File: config.mk
export PLATFORM = sky130hd
export DESIGN_NAME = tag_search_controller
export DESIGN_NICKNAME = d
export VERILOG_FILES = /design/src/rtl/cache_ctrl_defs.sv /design/src/rtl/identity_comparator.sv /design/src/rtl/tag_search_controller.sv
export SDC_FILE = /design/constraint.sdc
export NUM_CORES = 1
export LEC_CHECK = 0
export ABC_AREA = 0
export BUFFER_PORTS_ARGS = -buffer_cell sky130_fd_sc_hd__buf_2
export CAP_MARGIN = 40
export CORE_MARGIN = 10
export CORE_UTILIZATION = 50
export CTS_CLUSTER_SIZE = 30
export DETAILED_ROUTE_END_ITERATION = 8
export PLACE_DENSITY_LB_ADDON = 0.15
export SYNTH_ARGS = -nofsm -noshare
export SYNTH_HDL_FRONTEND = slang
export SYNTH_HIERARCHICAL = 1
export SYNTH_SLANG_ARGS = --single-unit
File: constraint.sdc
create_clock -name clock_i -period 2.57 [get_ports clock_i]
set_input_delay 0.514 -clock clock_i [delete_from_list [all_inputs] [get_ports clock_i]]
set_output_delay 0.514 -clock clock_i [all_outputs]
set_load 0.02 [all_outputs]
File: src/rtl/cache_ctrl_defs.sv
// Shared definitions for the cache control blocks: FSM state encodings and
// the clog2 helper used to size way indices.
package cache_ctrl_defs;

  typedef enum logic [1:0] {
    IDLE   = 2'd0,
    SEARCH = 2'd1,
    DONE   = 2'd2
  } state_t;

  function automatic int clog2(input int value);
    int result;
    result = 0;
    for (int i = 0; i < 31; i++) begin
      if ((1 << i) < value) result = i + 1;
    end
    return result;
  endfunction

endpackage

File: src/rtl/identity_comparator.sv
// Combinational equality check between two operands of width BW (1..32).
module identity_comparator #(
  parameter int BW = 20
) (
  input  logic [BW-1:0] i_opA,
  input  logic [BW-1:0] i_opB,
  output logic          o_eq
);

  assign o_eq = (i_opA == i_opB);

endmodule

File: src/rtl/tag_search_controller.sv
// Sequential tag lookup for one cache set: reads one way per cycle from the
// tag array and checks it against the request tag on a single comparator.
module tag_search_controller
  import cache_ctrl_defs::*;
#(
  parameter int BW_TAG  = 20,
  parameter int N_WAYS  = 8,
  parameter int BW_WAYS = clog2(N_WAYS)
) (
  input  logic               clock_i,
  input  logic               reset_i,
  input  logic               req_i,
  input  logic [BW_TAG-1:0]  tag_i,
  input  logic               abort_i,
  output logic               ready_o,
  output logic               tag_rd_o,
  output logic [BW_WAYS-1:0] tag_addr_o,
  input  logic [BW_TAG-1:0]  tag_data_i,
  input  logic               valid_data_i,
  output logic               done_o,
  output logic               hit_o,
  output logic [BW_WAYS-1:0] way_o
);

  localparam logic [BW_WAYS-1:0] LAST_WAY = BW_WAYS'(N_WAYS - 1);

  state_t              r_state;
  logic [BW_TAG-1:0]   r_tagQ;
  logic                r_issueLast;
  logic                r_cmpValid;
  logic                r_cmpLast;
  logic [BW_WAYS-1:0]  r_cmpPtr;
  logic                w_tagEq;
  logic                w_match;

  identity_comparator #(
    .BW (BW_TAG)
  ) u_cmp (
    .i_opA (r_tagQ),
    .i_opB (tag_data_i),
    .o_eq  (w_tagEq)
  );

  // Tag data only belongs to a way when it follows a read strobe by one cycle.
  assign w_match = r_cmpValid & w_tagEq & valid_data_i;

  // The issue pointer stops on the last-way flag rather than by overflowing,
  // so power-of-two way counts never wrap back to way 0.
  always_ff @(posedge clock_i or posedge reset_i) begin
    if (reset_i) begin
      r_state     <= IDLE;
      r_tagQ      <= '0;
      r_issueLast <= 1'b0;
      r_cmpValid  <= 1'b0;
      r_cmpLast   <= 1'b0;
      r_cmpPtr    <= '0;
      ready_o     <= 1'b1;
      tag_rd_o    <= 1'b0;
      tag_addr_o  <= '0;
      done_o      <= 1'b0;
      hit_o       <= 1'b0;
      way_o       <= '0;
    end else begin
      case (r_state)
        IDLE: begin
          done_o <= 1'b0;
          if (req_i) begin
            r_state     <= SEARCH;
            r_tagQ      <= tag_i;
            r_issueLast <= 1'b0;
            r_cmpValid  <= 1'b0;
            r_cmpLast   <= 1'b0;
            ready_o     <= 1'b0;
            tag_rd_o    <= 1'b1;
            tag_addr_o  <= '0;
          end
        end

        SEARCH: begin
          if (abort_i) begin
            r_state    <= IDLE;
            r_cmpValid <= 1'b0;
            ready_o    <= 1'b1;
            tag_rd_o   <= 1'b0;
          end else if (w_match || (r_cmpValid && r_cmpLast)) begin
            r_state    <= DONE;
            r_cmpValid <= 1'b0;
            tag_rd_o   <= 1'b0;
            done_o     <= 1'b1;
            hit_o      <= w_match;
            if (w_match) way_o <= r_cmpPtr;
          end else begin
            r_cmpValid <= tag_rd_o;
            r_cmpPtr   <= tag_addr_o;
            r_cmpLast  <= r_issueLast;
            if (tag_rd_o) begin
              if (r_issueLast) begin
                tag_rd_o <= 1'b0;
              end else begin
                tag_addr_o  <= tag_addr_o + 1'b1;
                r_issueLast <= ((tag_addr_o + 1'b1) == LAST_WAY);
              end
            end
          end
        end

        DONE: begin
          r_state <= IDLE;
          done_o  <= 1'b0;
          ready_o <= 1'b1;
        end

        default: begin
          r_state  <= IDLE;
          done_o   <= 1'b0;
          ready_o  <= 1'b1;
          tag_rd_o <= 1'b0;
        end
      endcase
    end
  end

endmodule

# Word level (Yosys, flattened, before mapping)
# Index checks and enable logic that the tools add are counted.
classes:
  addsub: 1
  mul: 0
  n_div: 0
  magnitude_cmp: 0
  n_eq_ne: 12
  shift: 0
  muxes: 33
  bitwise: 5
  n_reduce_logical: 16
ops:
  columns: ["cell", "count"]
  rows:
  - ["20-bit == test", 1]
  - ["1-bit 2-to-1 mux", 18]
  - ["3-bit 2-to-1 mux", 5]
  - ["2-bit != test (second input constant)", 7]
  - ["2-bit AND reduction", 6]
  - ["1-bit case mux with 2 select lines", 4]
  - ["4-bit AND reduction", 2]
  - ["2-bit 2-to-1 mux", 3]
  - ["3-bit case mux with 2 select lines", 1]
  - ["3-bit AND reduction", 2]
  - ["6-bit AND reduction", 1]
  - ["5-bit AND reduction", 1]
  - ["2-bit case mux with 2 select lines", 1]
  - ["3-bit by 1-bit adder with 3-bit output (second input constant)", 1]
  - ["3-bit == test (second input constant)", 1]
  - ["3-bit != test (second input constant)", 1]
  - ["1-bit inverter", 3]
  - ["1-bit case mux with 3 select lines", 1]
  - ["1-bit AND", 2]
  - ["2-bit by 1-bit == test with 1-bit output (second input constant)", 1]
  - ["2-bit == test (second input constant)", 1]
  - ["2-bit logical NOT", 1]
  - ["2-bit nonzero test", 1]
  - ["1-bit logical AND", 1]
  - ["1-bit logical OR", 1]
word_totals:
  reg_bits: 38
  latch_bits: 0
  mem_bits_rw: 0
  mem_bits_ro: 0
  input_bits: 45
  wordCells: 79
  mem_count: 0

# Logic depth before layout (Yosys ltp)
logic_depth:
  depth_word: 7
  depth_mapped: 9

# Modules after synthesis
# Netlist, hierarchy kept.
modules_own_cells:
  columns: ["mod", "instances", "cells_per_inst", "area_per_inst_um2", "seq_area_each_um2"]
  rows:
  - ["tag_search_controller", 1, 162, 1619.1, 952.2]
  - ["identity_comparator", 1, 27, 221.5, 0.0]

# Worst setup path after synthesis
# OpenSTA, ideal clock, no wires.
synth_timing:
  path_kind: "input -> register"
  from: "in tag_data_i[10]"
  to: "reg r_cmpLast"
  setup_ps: 125
  arrival_ps: 2070
  required_ps: 2445
  path_slack_ps: 375
  stages: 9
  path_cell_list: "xor2_1 -> nor4_1 -> nand3_1 -> nor3_2 -> a21o_1 -> a211o_1 -> a21o_1 -> clkinv_4 -> mux2_4"
synth_between:
  elab_chain_cells: 6
synth_lines:
  columns: ["item", "line", "text"]
  rows:
  - ["start: declaration", "tag_search_controller.sv:18", "input logic [BW_TAG-1:0] tag_data_i,"]
  - ["20-bit == test", "identity_comparator.sv:10", "assign o_eq = (i_opA == i_opB);"]
  - ["net w_tagEq", "tag_search_controller.sv:33", "logic w_tagEq;"]
  - ["1-bit AND (2 in a row)", "tag_search_controller.sv:45", "assign w_match = r_cmpValid & w_tagEq & valid_data_i;"]
  - ["1-bit logical OR", "tag_search_controller.sv:85", "end else if (w_match || (r_cmpValid && r_cmpLast)) begin"]
  - ["2-bit != test (no source line)", null, null]
  - ["4-bit AND reduction (no source line)", null, null]
  - ["end signal: assignment", "tag_search_controller.sv:95", "r_cmpLast <= r_issueLast;"]
  - ["end: declaration", "tag_search_controller.sv:31", "logic r_cmpLast;"]
# The timed path passes the listed nets, and every way through them passes these cells.
# A chain may end at the register's enable or synchronous reset.

# Worst setup path in the final report
layout_timing:
  from: "reg r_tagQ[10]"
  to: "reg r_cmpLast"
layout_between:
  elab_chain_cells: 6
layout_lines:
  columns: ["item", "line", "text"]
  rows:
  - ["start: declaration", "tag_search_controller.sv:28", "logic [BW_TAG-1:0] r_tagQ;"]
  - ["start signal: assignment", "tag_search_controller.sv:69", "r_tagQ <= tag_i;"]
  - ["20-bit == test", "identity_comparator.sv:10", null]
  - ["net w_tagEq", "tag_search_controller.sv:33", null]
  - ["1-bit AND (2 in a row)", "tag_search_controller.sv:45", null]
  - ["1-bit logical OR", "tag_search_controller.sv:85", null]
  - ["2-bit != test (no source line)", null, null]
  - ["4-bit AND reduction (no source line)", null, null]
# The timed path passes the listed nets, and every way through them passes these cells.

==> flow_summary_export.csv <==
group,metric,value,unit
synth,ys_types,35,
sta,period_share,83.44,%
drt,vias,1449,
drt,viasPerCell,4.912,
synth,synth.top_cell.area_share,50.31,%
sta,fin_ws,0.4255,ns
sta,maxSlewHeadroom,55.93,%
synth,synth_area_leaders,"dfrtp_1 (50%), nand2_1 (13%), xor2_1 (6.2%), xnor2_1 (3.8%), mux2_1 (1.8%)",
global_route,use_met1,18.40,%
drt,wirelength,4149,um
worst_setup_path,worstPathMaxFanout,5,
placement,portBuffers,54,
sta,rsz0062_at_grt,"false",
sta,setup_tns,0,ns
finish,final-instance-count-excl-fill,295,
die,rows,21,
die,initial_core_util,53.47,%
cts,cts_made_buffers,5,
drt,postRouteAntennaNets,0,
worst_setup_path,crit_top_cell,"a21o_1",
global_route,antenna_found_initial,0,
run,cap_violations,0,
cts,clk_pin_slew,0.07,ns
power,irDropWorstVdd,0.4698,mV
placement,dp_cells,287,
synth,yosysTopAreaCell,"dfrtp_1",
worst_setup_path,cp.required,2.75,ns
finish,synthToLayoutAreaGrowth,24.07,%
sta,finalMaxSlewViolations,0,
finish,nets,295,
cts,cts_max_path_buffers,2,
finish,final_layout_size_suffix_gt1_share,30.52,%
global_route,grt_overflow,0,
worst_setup_path,start_kind,"flip-flop",
die,num_io_pins,55,
drt,drt-wirelength-per-cell,14.06,um
global_route,grt_pass1_wl,7031,um
placement,gp_congestion,0.7990,
run_status,status,"complete, no violations",
global_route,grt_util_met3,7.238,%
worst_setup_path,slowest_stage,"dfrtp_1",
finish,n_antenna_cell,0,
sta,tightest_slew,0.6611,ns
cts,cts_root_buf,"clkbuf_8",
synth,avgSynthCellArea,9.738,sq um
cts,tritoncts,"yes",
placement,dp_hpwl,3142,um
cts,ctsResizeCount,0,
cts,clock_sinks,38,
worst_setup_path,cp.arrival,2.33,ns
die,die_w,80.67,um
synth,synth_seq_cells,38,
finish,final_util,66.34,%
power,power_density,754.6,nW/um^2
worst_setup_path,critPathKind,"reg -> reg",
finish,multiInputGateArea,828.3,sq um
global_route,grt-busiest-layer,"met2",
worst_setup_path,crit_path_end_kind,"flip-flop",
synth,syn_nets,236,
global_route,grt_pass1_vias,1481,
synth,synthFlopType,"dfrtp_1",
synth,synthesis.area,1841,sq um
synth,synth_async_sr_flop_share,100.0,%
global_route,grt_util_all_layers,13.78,%
min_path,hold_path_class,"in -> async",
sta,fmax,466.3,MHz
sta,setup_viol,0,
sta,fin_worst_skew,0.003930,ns
cts,clk_latency,0.29,ns
drt,drc,0,
die,die_y,80.67,um
drt,drtIter0Drc,115,
synth,yosysSeqAreaShare,51.73,%
cts,h-tree-depth,2,
worst_setup_path,cp_cell_sequence,"xor2_1 -> nor4_1 -> nand3_1 -> nor3_2 -> a21o_1 -> a211o_1 -> a21o_1 -> clkinv_4 -> mux2_4",
placement,dp_slack,0.1854,ns
global_route,grt_max_degree,39,
synth,synth_edf_count,0,
cts,postCtsHoldBufs,0,
power,p_leak,1.209,nW
die,core,3442,sq um
sta,period_needed,2.145,ns
synth,synth-warning-count,6,
synth,synthCells,189,
finish,regArea,952.2,sq um
sta,finalHoldViolCount,0,
drt,firstDrtPassIters,4,
global_route,use_met2,18.71,%
cts,post-cts-setup-buffer-count,0,
finish,fillCellCount,288,
die,die-area,6508,sq um
worst_setup_path,crit_path_max_incr_delay,0.40,ns
layer usage:
| layer | wire [um] | share of wire, % |
|---|---|---|
| met1 | 1983 | 48 |
| met2 | 1761 | 42 |
| met3 | 368 | 8.9 |
| met4 | 36 | 0.87 |
| met5 | 0 | 0 |
critical path, delay by kind of cell (launching register included):
family / cells / cell delay, ns
DFF: 1 / 0.40
xor gates and xnor gates: 1 / 0.15
and+or+nand+nor: 3 / 0.64
AOI/OAI and AO/OA: 3 / 0.46
buffers and inverters: 1 / 0.09
muxes: 1 / 0.29
synthesized netlist by cell type (all sizes together) (3+ instances only):
library cell and n:
nand4 3, nor2 4, dfrtp 37, xor2 13, o21bai 3, nor4 5, o21ai 3, nand2b 5
nand3 3, clkbuf 4, xnor2 8, nor3 4, nand2 63, mux2 7, inv 7
placed cells by master (no fill, tap or decap), types with 2 or more instances in the layout:
| master | n |
|---|---|
| nand3_1 | 3 |
| o21ai_0 | 2 |
| nor2_1 | 4 |
| dfrtp_1 | 37 |
| nand4_1 | 3 |
| buf_2 | 54 |
| buf_4 | 4 |
| xnor2_1 | 8 |
| xor2_1 | 13 |
| ha_1 | 2 |
| inv_1 | 7 |
| nor3_2 | 2 |
| mux2_2 | 3 |
| clkbuf_8 | 8 |
| nand2_1 | 63 |
| o21bai_1 | 3 |
| a21oi_1 | 2 |
| nor3_1 | 2 |
| nand2b_1 | 4 |
| a21o_1 | 2 |
| mux2_1 | 3 |
| nor4_1 | 5 |
| o22ai_1 | 2 |
state kept, by name, summed over array words and instances (netlist names), 2 cells and up:
register    cells
r_cmpPtr        3
r_state         2
r_tagQ         20
tag_addr_o      3
way_o           3
report_power, final:
| group | total, mW | leakage, nW | internal, mW | switching, mW |
|---|---|---|---|---|
| Sequential | 0.832 | 0.480 | 0.723 | 0.109 |
| Clock | 0.470 | 0.0575 | 0.271 | 0.199 |
| Combinational | 0.421 | 0.671 | 0.187 | 0.234 |
logic make-up after synthesis:
kind of cell | share of synthesized area [%]
simple gates | 21.28
flops | 51.73
xor+xnor | 9.993
compound gates | 7.886
buf+inv | 3.263
mux | 4.486
fa+ha+maj | 1.359
final timing paths:
kind                              from     endpoint  slack (ns)  cells after the start
setup reg to reg            r_tagQ[10]    r_cmpLast        0.43                      9
hold reg to reg            r_cmpPtr[2]  r_cmpPtr[2]        0.49                      1
setup / recovery            r_tagQ[10]    r_cmpLast        0.43                      9
hold / removal                 reset_i    r_tagQ[5]        0.31                      3
max in group asynchronous      reset_i      ready_o        1.91                      3
min in group clock_i         tag_i[12]   r_tagQ[12]        0.41                      3
metrics by stage:
step	power [mW]	hold WS (ns)	cell area, sq um
3_3_place_gp	1.260	0.4669	2173
4_1_cts	1.742	0.3292	2283
3_5_place_dp	1.268	0.4730	2173
5_1_grt	1.847	0.3579	2283
6_report	1.723	0.3068	2283
2_1_floorplan	1.119	0.4522	1841
area by class of cell:
cell class,count,area share (%)
repair buffers,58,13.15
well taps,46,2.521
flip-flops and latches,38,41.70
multi-input cells,137,36.27
inverters,8,1.534
clock buffers,8,4.822
Power figures use the tool's default switching activity.
